**src/rtl/crc_frame_ctrl.sv**
```systemverilog
// Frame controller around a serial 8-bit CRC engine: serializes bytes LSB-first
// onto Data/Active, then gathers the engine's 8 serial CRC bits into Crc_Byte.
module crc_frame_ctrl #(
  parameter int unsigned WAIT_MAX = 4
) (
  input  logic       Clk,
  input  logic       Rst,
  input  logic [7:0] In_Byte,
  input  logic       In_Valid,
  input  logic       In_Last,
  output logic       In_Ready,
  output logic       Data,
  output logic       Active,
  input  logic       Crc_Bit,
  input  logic       Crc_Valid,
  output logic [7:0] Crc_Byte,
  output logic       Crc_Done,
  output logic       Crc_Err,
  output logic       Busy
);

  typedef enum logic [1:0] {IDLE, SHIFT, WAIT_CRC, COLLECT} state_t;

  localparam logic [3:0] WAIT_LAST = 4'(WAIT_MAX - 1);

  state_t     state, state_nxt;
  logic [7:0] sr;
  logic [2:0] bit_cnt;
  logic       last_q;
  logic       underrun;
  logic [3:0] wait_cnt;
  logic [2:0] col_cnt;
  logic [7:0] col_sr;

  logic load, fin, timeout, col_ok, col_err;

  assign In_Ready = (state == IDLE) || (state == SHIFT && bit_cnt == 3'd7 && !last_q);
  assign Busy     = (state != IDLE);

  always_ff @(posedge Clk or posedge Rst) begin
    if (Rst) state <= IDLE;
    else     state <= state_nxt;
  end

  always_comb begin
    state_nxt = state;
    load      = 1'b0;
    fin       = 1'b0;
    timeout   = 1'b0;
    col_ok    = 1'b0;
    col_err   = 1'b0;
    case (state)
      IDLE: if (In_Valid) begin
        load      = 1'b1;
        state_nxt = SHIFT;
      end
      SHIFT: if (bit_cnt == 3'd7) begin
        // A byte waiting at bit 7 keeps the frame gapless; otherwise the frame ends here.
        if (!last_q && In_Valid) load = 1'b1;
        else begin
          fin       = 1'b1;
          state_nxt = WAIT_CRC;
        end
      end
      WAIT_CRC: begin
        if (Crc_Valid) state_nxt = COLLECT;
        else if (wait_cnt == WAIT_LAST) begin
          timeout   = 1'b1;
          state_nxt = IDLE;
        end
      end
      COLLECT: begin
        if (!Crc_Valid) begin
          col_err   = 1'b1;
          state_nxt = IDLE;
        end else if (col_cnt == 3'd7) begin
          col_ok    = 1'b1;
          state_nxt = IDLE;
        end
      end
      default: state_nxt = IDLE;
    endcase
  end

  always_ff @(posedge Clk or posedge Rst) begin
    if (Rst) begin
      sr       <= '0;
      bit_cnt  <= '0;
      last_q   <= 1'b0;
      underrun <= 1'b0;
      wait_cnt <= '0;
      col_cnt  <= '0;
      col_sr   <= '0;
      Data     <= 1'b0;
      Active   <= 1'b0;
      Crc_Byte <= '0;
      Crc_Done <= 1'b0;
      Crc_Err  <= 1'b0;
    end else begin
      Crc_Done <= 1'b0;
      if (load) begin
        sr      <= In_Byte;
        last_q  <= In_Last;
        bit_cnt <= '0;
        Data    <= In_Byte[0];
        Active  <= 1'b1;
      end else if (state == SHIFT && !fin) begin
        Data    <= sr[bit_cnt + 3'd1];
        bit_cnt <= bit_cnt + 3'd1;
      end
      if (fin) begin
        Active   <= 1'b0;
        Data     <= 1'b0;
        underrun <= !last_q;
        wait_cnt <= '0;
      end
      if (state == WAIT_CRC) begin
        if (Crc_Valid) begin
          col_sr  <= {7'b0, Crc_Bit};
          col_cnt <= 3'd1;
        end else begin
          wait_cnt <= wait_cnt + 4'd1;
        end
      end
      if (state == COLLECT && Crc_Valid) begin
        col_sr[col_cnt] <= Crc_Bit;
        col_cnt         <= col_cnt + 3'd1;
      end
      if (col_ok) begin
        Crc_Byte <= {Crc_Bit, col_sr[6:0]};
        Crc_Err  <= underrun;
        Crc_Done <= 1'b1;
        underrun <= 1'b0;
      end
      // Failed collections also clear underrun so it cannot leak into the next frame.
      if (timeout || col_err) begin
        Crc_Byte <= '0;
        Crc_Err  <= 1'b1;
        Crc_Done <= 1'b1;
        underrun <= 1'b0;
      end
    end
  end

endmodule

```
**config.mk**
```make
export PLATFORM = sky130hd
export DESIGN_NAME = crc_frame_ctrl
export DESIGN_NICKNAME = d
export VERILOG_FILES = /design/src/rtl/crc_frame_ctrl.sv
export SDC_FILE = /design/constraint.sdc
export NUM_CORES = 1
export LEC_CHECK = 0
export ABC_AREA = 1
export CAP_MARGIN = 10
export CORE_MARGIN = 1
export CORE_UTILIZATION = 27
export CTS_CLUSTER_SIZE = 28
export DETAILED_ROUTE_END_ITERATION = 6
export HOLD_SLACK_MARGIN = 0.05
export SLEW_MARGIN = 30
export SYNTH_ARGS = -nofsm -noshare
export SYNTH_HDL_FRONTEND = slang
export SYNTH_SLANG_ARGS = --single-unit
```
**constraint.sdc**
```tcl
create_clock -name Clk -period 3.24 [get_ports Clk]
set_input_delay 0.972 -clock Clk [delete_from_list [all_inputs] [get_ports Clk]]
set_output_delay 0.972 -clock Clk [all_outputs]
set_load 0.02 [all_outputs]
```
==> results of run 1 <==
## routing by layer
| metal | vias to the layer above | part of all wire |
|---|---|---|
| met5 | - | 0 |
| met4 | 0 | 0.012 |
| met3 | 5 | 0.043 |
| met2 | 29 | 0.45 |
| met1 | 715 | 0.49 |
| li1 | 806 | - |
## final cells by class
type / count / area (um^2) / share of cell area
clock buffer: 8 / 80.1 / 0.0335
timing repair buffer: 29 / 285 / 0.119
tap: 96 / 120 / 0.0503
inverter: 42 / 158 / 0.0660
multi-input combinational: 150 / 721 / 0.302
sequential: 41 / 1030 / 0.429
## worst min-delay path, delay by kind of cell, from the launching register on
kind                   cells  cell delay (ns)
flip-flops                 1             0.35
AO/OA/AOI/OAI              1             0.06
buffers and inverters      1             0.04
## power groups by stage
stage | logic (mW) | clock network (mW) | registers (mW)
final | 0.771 | 0.324 | 0.792
after floorplan | 0.530 | 0 | 0.811
after detailed placement | 0.775 | 0 | 0.802
after global routing | 0.896 | 0.354 | 0.815
after global placement | 0.757 | 0 | 0.800
after CTS | 0.782 | 0.337 | 0.793
## through the flow
stage	total power, mW	instance area [um^2]	worst slack [ns]	instances
after floorplan	1.34	1930	1.10	236
after global placement	1.56	2310	0.596	358
after detailed placement	1.58	2310	0.599	358
after CTS	1.91	2390	0.259	366
after global routing	2.06	2390	0.113	366
final	1.89	2390	0.250	366
## final timing paths
check / end / slack [ns] / cells after the start
max: In_Ready / 0.25 / 5
min: Crc_Byte[5] / 0.48 / 2
max reg2reg: Data / 1.23 / 9
min reg2reg: Crc_Byte[5] / 0.48 / 2
max in group asynchronous: sr[4] / 1.79 / 3
min in group asynchronous: Crc_Err / 1.11 / 3
## flip-flops by register name (all words and copies together) (netlist names)
register,flops
state,2
Active,1
col_sr,7
sr,8
last_q,1
Crc_Done,1
wait_cnt,4
bit_cnt,3
Crc_Byte,8
Crc_Err,1
underrun,1
col_cnt,3
Data,1
## synthesized netlist by cell type
cell type,n,area [um^2]
sky130_fd_sc_hd__nand2_2,2,12.5
sky130_fd_sc_hd__nand3_1,21,105
sky130_fd_sc_hd__o21ai_1,6,30.0
sky130_fd_sc_hd__buf_6,2,22.5
sky130_fd_sc_hd__nor2_1,19,71.3
sky130_fd_sc_hd__inv_2,3,11.3
sky130_fd_sc_hd__o21ai_0,18,90.1
sky130_fd_sc_hd__o31ai_1,2,15.0
sky130_fd_sc_hd__nor2_4,2,22.5
sky130_fd_sc_hd__dfrtp_1,41,1030
sky130_fd_sc_hd__ha_1,5,62.6
sky130_fd_sc_hd__nand2_1,57,214
sky130_fd_sc_hd__inv_1,39,146
sky130_fd_sc_hd__xnor2_1,1,8.76
sky130_fd_sc_hd__nand4_1,2,12.5
sky130_fd_sc_hd__a21oi_1,14,70.1
sky130_fd_sc_hd__buf_2,1,5.00
sky130_fd_sc_hd__nor2_2,1,6.26
## kinds of logic after synthesis
family                     synth area share
AOI/OAI and AO/OA                     0.106
xor gates and xnor gates            0.00453
adders and majority gates            0.0324
buffers and inverters                0.0959
DFF                                   0.531
and+or+nand+nor                       0.230
==> reports/metrics.json, run 1 <==
{
  "logic_synthesis": {
    "synth_fp_nets": 255,
    "yosys_warnings": 0,
    "synth_area_per_cell_um2": 8.19,
    "syn-instance-count": 236,
    "synth.yosys.seq_area_share": 0.531,
    "synthesis.area_um2": 1930,
    "synth.distinct_cells": 18,
    "synth_seq_cells": 41
  },
  "clock_network": {
    "tritoncts_num_sinks": 41,
    "cts.clk_slew.worst_paths_ns": 0.07,
    "tritoncts.num_buffers": 5,
    "skew_pair_late_insertion_delay_ns": 0.29,
    "cts_h_tree_depth": 2,
    "ctsRootBufferMaster": "sky130_fd_sc_hd__clkbuf_8",
    "post-cts-setup-buffer-count": 0,
    "post_cts_resize_count": 0,
    "cts_tree": "done",
    "cts-root-to-sink-buffers": 2,
    "holdBufCountCts": 0
  },
  "die": {
    "floorplan.initialDensity": 0.281,
    "fp.dieW_um": 86.6,
    "pin_count": 28,
    "area_of_the_core_region_um2": 6870,
    "rows": 30,
    "die_area_um2": 7500,
    "die-height_um": 86.6
  },
  "timing": {
    "max_clock_freq_mhz": 334,
    "hold-worst-slack_ns": 0.478,
    "timing_max_transition_violations_final": 0,
    "post-route-period-util": 0.923,
    "setup_repair_after_global_routing_missed_its_margin": "false",
    "period_minus_slack_ns": 2.99,
    "worst_slew_margin_rel": 0.656,
    "finalHoldViolations": 0,
    "worst_clock_skew_ns": 0.00443,
    "fin_setup_tns_ns": 0,
    "least_margin_pin_slew_ns": 0.516,
    "final-setup-viol-count": 0
  },
  "grt": {
    "antenna_violations_before_repair": 0,
    "gr-usage-met2": 0.198,
    "grt_start_max_net_pins": 42,
    "globalRoute.totalOverflow": 0,
    "gr-usage-met1": 0.150,
    "global_routing_usage_on_met3": 0.0305,
    "grt_usage": 0.118,
    "gr-max-usage-layer": "met2",
    "grt_pass1_wl_um": 6950,
    "number_of_global_route_vias_before_repair": 1588
  },
  "critical_path": {
    "buffering_stage_count_on_the_worst_path_with_inverters_included": 1,
    "path_max_fanout": 6,
    "crit_required_ns": 2.27,
    "cp-startpoint": "bit_cnt[0]",
    "crit-reg2reg-launch": "bit_cnt[0]",
    "worstSetupStartpointType": "flop",
    "critical-path-slowest-cell": "sky130_fd_sc_hd__clkdlybuf4s50_1",
    "critical_path.most_common_cell": "sky130_fd_sc_hd__ha_1",
    "timing.critical_path.max_delay_family": "buffers and inverters",
    "crit_path_kind": "reg2out",
    "crit_path_max_incr_delay_ns": 0.65,
    "list_of_cells_traversed_by_the_critical_path": "ha_1 > ha_1 > nand2_1 > a21oi_1 > clkdlybuf4s50_1",
    "crit_arrival_ns": 2.02,
    "critical_path.endpoint_type": "output pin"
  },
  "drt": {
    "detail_route.iter0.violations": 56,
    "final_ant_viol_nets": 0,
    "dr_total_vias": 1555,
    "routed_wl_um": 3810,
    "drt-vias-per-instance": 4.25,
    "drt_pass1_iterations": 4,
    "drc_violation_count_after_routing": 0,
    "drt_wl_cell_um": 10.4
  },
  "place": {
    "place_congestion": 0.786,
    "place_hpwl_um": 2740,
    "io_buffers": 27
  },
  "power_and_ir_drop": {
    "power.combinational.fraction": 0.409,
    "cellLeakagePower_nw": 1.18,
    "power_switching_share": 0.400,
    "internal_power_mw": 1.13,
    "power_switching_mw": 0.754,
    "ir_drop_mv": 0.395,
    "pwr-share-clk": 0.172,
    "power.density_nw_per_um2": 789,
    "power.share.sequential": 0.420
  },
  "hold_path": {
    "hold_path.startpoint": "Crc_Byte[5]",
    "holdCritPathClass": "reg2reg"
  },
  "finish": {
    "fill_cells": 727,
    "design.final.nets": 288,
    "core_occupancy_in_the_finished_layout": 0.348,
    "final_layout_size_suffix_gt1_frac": 0.0556,
    "mostFrequentLayoutCells": "sky130_fd_sc_hd__nand2_1, sky130_fd_sc_hd__dfrtp_1, sky130_fd_sc_hd__inv_1",
    "layout.cells.most_common": "sky130_fd_sc_hd__nand2_1",
    "areaGrowthSynthToFinish_pct": 23.7,
    "diodes": 0
  },
  "status": {
    "outcome": "completed"
  },
  "run": {
    "timing.max_cap.violations": 0
  }
}
(Power assumes the default switching activity.)
==> run 2: changes to the inputs <==
--- a/config.mk
+++ b/config.mk
@@ -9,6 +9,7 @@
 export CAP_MARGIN = 10
 export CORE_MARGIN = 1
 export CORE_UTILIZATION = 27
+export CTS_BUF_LIST = sky130_fd_sc_hd__clkbuf_4 sky130_fd_sc_hd__clkbuf_8
 export CTS_CLUSTER_SIZE = 28
 export DETAILED_ROUTE_END_ITERATION = 6
 export HOLD_SLACK_MARGIN = 0.05
==> reports/metrics.json, run 2 (same netlist as run 1, synthesis figures left out) <==
{
  "clock_network": {
    "post_cts_resize_count": 0,
    "tritoncts_num_sinks": 41,
    "cts_h_tree_depth": 2,
    "post-cts-setup-buffer-count": 0,
    "holdBufCountCts": 0,
    "cts_tree": "done",
    "cts.clk_slew.worst_paths_ns": 0.07,
    "tritoncts.num_buffers": 5,
    "skew_pair_late_insertion_delay_ns": 0.29,
    "cts-root-to-sink-buffers": 2,
    "ctsRootBufferMaster": "sky130_fd_sc_hd__clkbuf_8"
  },
  "finish": {
    "layout.cells.most_common": "sky130_fd_sc_hd__nand2_1",
    "diodes": 0,
    "footprint_of_the_multi_input_gates_um2": 721,
    "mostFrequentLayoutCells": "sky130_fd_sc_hd__nand2_1, sky130_fd_sc_hd__dfrtp_1, sky130_fd_sc_hd__inv_1",
    "design.final.nets": 288,
    "layout.area.seq_um2": 1030,
    "reg_top3": "Crc_Byte (8), sr (8), col_sr (7)",
    "areaGrowthSynthToFinish_pct": 24.3,
    "fill_cells": 721,
    "final_layout_size_suffix_gt1_frac": 0.0667,
    "core_occupancy_in_the_finished_layout": 0.350
  },
  "critical_path": {
    "crit_required_ns": 2.27,
    "buffering_stage_count_on_the_worst_path_with_inverters_included": 1,
    "crit_path_max_incr_delay_ns": 0.65,
    "timing.reg2reg.worst_path_depth": 9,
    "register_to_register_setup_slack_ns": 1.23,
    "critical_path.most_common_cell": "sky130_fd_sc_hd__ha_1",
    "timing.critical_path.max_delay_family": "buffers and inverters",
    "critical-path-slowest-cell": "sky130_fd_sc_hd__clkdlybuf4s50_1",
    "crit_arrival_ns": 2.02,
    "reg2reg_to": "Data",
    "crit-reg2reg-launch": "bit_cnt[0]",
    "crit_path_kind": "reg2out",
    "worstSetupStartpointType": "flop",
    "list_of_cells_traversed_by_the_critical_path": "ha_1 > ha_1 > nand2_1 > a21oi_1 > clkdlybuf4s50_1",
    "path_max_fanout": 6,
    "critical_path.endpoint_type": "output pin"
  },
  "hold_path": {
    "hold-path-endpoint": "Crc_Byte[1]",
    "holdCritPathClass": "reg2reg",
    "hold_path.startpoint": "Crc_Byte[1]",
    "hold_path_cells": 2
  },
  "power_and_ir_drop": {
    "cellLeakagePower_nw": 1.19,
    "power.density_nw_per_um2": 795,
    "ir_drop_mv": 0.393
  },
  "timing": {
    "timing_max_transition_violations_final": 0,
    "period_minus_slack_ns": 2.99,
    "setup_repair_after_global_routing_missed_its_margin": "false",
    "fin_setup_tns_ns": 0,
    "max_clock_freq_mhz": 335,
    "finalHoldViolations": 0,
    "least_margin_pin_slew_ns": 0.519,
    "worst_slew_margin_rel": 0.654,
    "post-route-period-util": 0.923,
    "final-setup-viol-count": 0,
    "worst_clock_skew_ns": 0.00336
  },
  "die": {
    "die_area_um2": 7500,
    "rows": 30,
    "fp.dieW_um": 86.6,
    "area_of_the_core_region_um2": 6870,
    "floorplan.initialDensity": 0.281,
    "die-height_um": 86.6,
    "pin_count": 28
  },
  "drt": {
    "drt-vias-per-instance": 4.24,
    "routed_wl_um": 3790,
    "dr_total_vias": 1552,
    "drt_pass1_iterations": 4,
    "drt_wl_cell_um": 10.4,
    "drc_violation_count_after_routing": 0,
    "detail_route.iter0.violations": 68,
    "final_ant_viol_nets": 0
  },
  "place": {
    "place_congestion": 0.786,
    "io_buffers": 27,
    "place_hpwl_um": 2740
  },
  "grt": {
    "grt_pass1_wl_um": 6950,
    "number_of_global_route_vias_before_repair": 1588,
    "grt_start_max_net_pins": 42,
    "globalRoute.totalOverflow": 0,
    "grt_usage": 0.118,
    "antenna_violations_before_repair": 0
  },
  "status": {
    "outcome": "completed"
  },
  "run": {
    "timing.max_cap.violations": 0
  }
}
==> run 2: worst register-to-register path, delay by kind of cell, from the launching register on <==
family / cells / cell delay [ns]
buffers and inverters: 1 / 0.32
and+or+nand+nor: 5 / 0.59
AOI/OAI and AO/OA: 1 / 0.21
adders and majority gates: 2 / 0.36
DFF: 1 / 0.43
==> run 2: power breakdown <==
group / internal [mW] / total [mW] / leakage, nW / switching (mW)
Clock: 0.178 / 0.348 / 0.0498 / 0.169
Sequential: 0.680 / 0.791 / 0.532 / 0.112
Combinational: 0.300 / 0.771 / 0.611 / 0.471
==> run 2: worst max-delay path by stage <==
stage,cells past startpoint,startpoint,slack (ns),to
5_1_grt,5,bit_cnt[0],0.11,In_Ready
2_1_floorplan,4,bit_cnt[0],1.10,In_Ready
4_1_cts,5,bit_cnt[0],0.26,In_Ready
6_report,5,bit_cnt[0],0.25,In_Ready
3_5_place_dp,5,bit_cnt[0],0.60,In_Ready
3_3_place_gp,5,bit_cnt[0],0.60,In_Ready
==> run 2: routing by layer <==
layer	up-vias	share of wire	track usage
met5	-	0	0
met4	0	0.012	0.0364
met3	5	0.043	0.0305
met1	712	0.50	0.150
li1	806	-	-
met2	29	0.45	0.198
==> run 2: cell type report <==
type	count	area share
flip-flops and latches	41	0.427
multi-input cells	150	0.300
repair buffers	29	0.119
inverters	42	0.0657
well taps	96	0.0500
clock buffers	8	0.0380
==> run 2: metrics by stage <==
step	total power [mW]	instances	instance area (um^2)	setup slack (ns)	hold WS, ns
final	1.91	366	2400	0.251	0.478
after global routing	2.09	366	2400	0.113	0.500
after floorplan	1.34	236	1930	1.10	0.449
after detailed placement	1.58	358	2310	0.599	0.464
after CTS	1.94	366	2400	0.259	0.482
after global placement	1.56	358	2310	0.596	0.459
==> run 3: changes to the inputs <==
--- a/config.mk
+++ b/config.mk
@@ -9,7 +9,7 @@
 export CAP_MARGIN = 10
 export CORE_MARGIN = 1
 export CORE_UTILIZATION = 27
-export CTS_BUF_LIST = sky130_fd_sc_hd__clkbuf_4 sky130_fd_sc_hd__clkbuf_8
+export CTS_BUF_LIST = sky130_fd_sc_hd__clkbuf_16
 export CTS_CLUSTER_SIZE = 28
 export DETAILED_ROUTE_END_ITERATION = 6
 export HOLD_SLACK_MARGIN = 0.05
==> reports/metrics.json, run 3 (same netlist as run 1, synthesis figures left out) <==
{
  "power_and_ir_drop": {
    "power.density_nw_per_um2": 830,
    "ir_drop_mv": 0.385,
    "cellLeakagePower_nw": 1.22
  },
  "critical_path": {
    "crit_path_kind": "reg2out",
    "crit_required_ns": 2.27,
    "crit_path_max_incr_delay_ns": 0.65,
    "crit_arrival_ns": 2.00,
    "critical-path-slowest-cell": "sky130_fd_sc_hd__clkdlybuf4s50_1",
    "worstSetupStartpointType": "flop",
    "list_of_cells_traversed_by_the_critical_path": "ha_1 > ha_1 > nand2_1 > a21oi_1 > clkdlybuf4s50_1",
    "critical_path.endpoint_type": "output pin",
    "path_max_fanout": 6,
    "critical_path.most_common_cell": "sky130_fd_sc_hd__ha_1"
  },
  "clock_network": {
    "cts-root-to-sink-buffers": 2,
    "cts_h_tree_depth": 2,
    "cts_tree": "done",
    "tritoncts.num_buffers": 5,
    "skew_pair_late_insertion_delay_ns": 0.28,
    "post-cts-setup-buffer-count": 0,
    "ctsRootBufferMaster": "sky130_fd_sc_hd__clkbuf_16",
    "post_cts_resize_count": 0,
    "tritoncts_num_sinks": 41,
    "holdBufCountCts": 0,
    "cts.clk_slew.worst_paths_ns": 0.06
  },
  "grt": {
    "grt_usage": 0.119,
    "globalRoute.totalOverflow": 0,
    "number_of_global_route_vias_before_repair": 1602,
    "antenna_violations_before_repair": 0,
    "grt_pass1_wl_um": 7010,
    "grt_start_max_net_pins": 42
  },
  "finish": {
    "design.final.nets": 288,
    "layout.cells.non_filler": 366,
    "final_layout_size_suffix_gt1_frac": 0.0556,
    "fill_cells": 720,
    "mostFrequentLayoutCells": "sky130_fd_sc_hd__nand2_1, sky130_fd_sc_hd__inv_1, sky130_fd_sc_hd__dfrtp_1",
    "reg_top3": "Crc_Byte (8), sr (8), col_sr (7)",
    "diodes": 0,
    "layout.cells.most_common": "sky130_fd_sc_hd__nand2_1",
    "areaGrowthSynthToFinish_pct": 26.6
  },
  "timing": {
    "least_margin_pin_slew_ns": 0.523,
    "worst_clock_skew_ns": 0.00480,
    "worst_slew_margin_rel": 0.651,
    "finalHoldViolations": 0,
    "max_clock_freq_mhz": 337,
    "period_minus_slack_ns": 2.97,
    "fin_setup_tns_ns": 0,
    "final-setup-viol-count": 0,
    "timing_max_transition_violations_final": 0,
    "post-route-period-util": 0.917,
    "setup_repair_after_global_routing_missed_its_margin": "false"
  },
  "drt": {
    "dr_total_vias": 1565,
    "drt_pass1_iterations": 4,
    "drt_wl_cell_um": 10.5,
    "drt-vias-per-instance": 4.28,
    "detail_route.iter0.violations": 60,
    "final_ant_viol_nets": 0,
    "drc_violation_count_after_routing": 0,
    "routed_wl_um": 3840
  },
  "status": {
    "outcome": "completed"
  },
  "run": {
    "timing.max_cap.violations": 0
  },
  "die": {
    "die-height_um": 86.6,
    "fp.dieW_um": 86.6,
    "area_of_the_core_region_um2": 6870,
    "rows": 30,
    "pin_count": 28,
    "floorplan.initialDensity": 0.281,
    "die_area_um2": 7500
  },
  "place": {
    "io_buffers": 27,
    "placed_cells_incl_taps": 358,
    "place_hpwl_um": 2740,
    "place_congestion": 0.786
  },
  "hold_path": {
    "holdCritPathClass": "reg2reg"
  }
}
run 3: cell type report:
type | instances | area, um^2 | share of cell area
Timing Repair Buffer | 29 | 285 | 0.117
Multi-Input combinational cell | 150 | 721 | 0.295
Clock buffer | 5 | 125 | 0.0512
Sequential cell | 41 | 1030 | 0.419
Inverter | 42 | 158 | 0.0644
Tap cell | 96 | 120 | 0.0491
Clock inverter | 3 | 11.3 | 0.00460
run 3: worst max-delay path, delay by kind of cell (launching register included):
family                     cells  cell delay (ns)
AOI/OAI and AO/OA              1             0.20
adders and majority gates      2             0.36
buffers and inverters          1             0.65
DFF                            1             0.42
and+or+nand+nor                1             0.08
run 3: final timing paths:
path | endpoint | cells after the start | startpoint | slack (ns)
max | In_Ready | 5 | bit_cnt[0] | 0.27
min | Crc_Byte[5] | 2 | Crc_Byte[5] | 0.47
max reg2reg | Data | 9 | bit_cnt[0] | 1.24
min reg2reg | Crc_Byte[5] | 2 | Crc_Byte[5] | 0.47
max in group asynchronous | sr[1] | 3 | Rst | 1.76
min in group asynchronous | Crc_Err | 3 | Rst | 1.12
run 3: metal layers:
metal	share of wire	vias up	track usage
met2	0.46	38	0.203
met3	0.050	4	0.0362
met1	0.48	719	0.148
li1	-	804	-
met5	0	-	0
met4	0.010	0	0.0273
run 3: where the power goes:
group / leakage [nW] / switching (mW) / internal (mW) / total [mW]
clock network: 0.0776 / 0.188 / 0.277 / 0.465
registers: 0.532 / 0.112 / 0.681 / 0.793
logic: 0.611 / 0.472 / 0.300 / 0.772
total: 1.22 / 0.772 / 1.26 / 2.03
run 3: through the flow:
stage          hold WS, ns  cell area, um^2  total power, mW  utilization  setup WS [ns]
4_1_cts              0.478             2450             2.05        0.356          0.284
6_report             0.475             2450             2.03        0.356          0.270
3_5_place_dp         0.464             2310             1.58        0.336          0.599
2_1_floorplan        0.449             1930             1.34            -           1.10
5_1_grt              0.495             2450             2.21        0.356          0.137
3_3_place_gp         0.459             2310             1.56        0.336          0.596
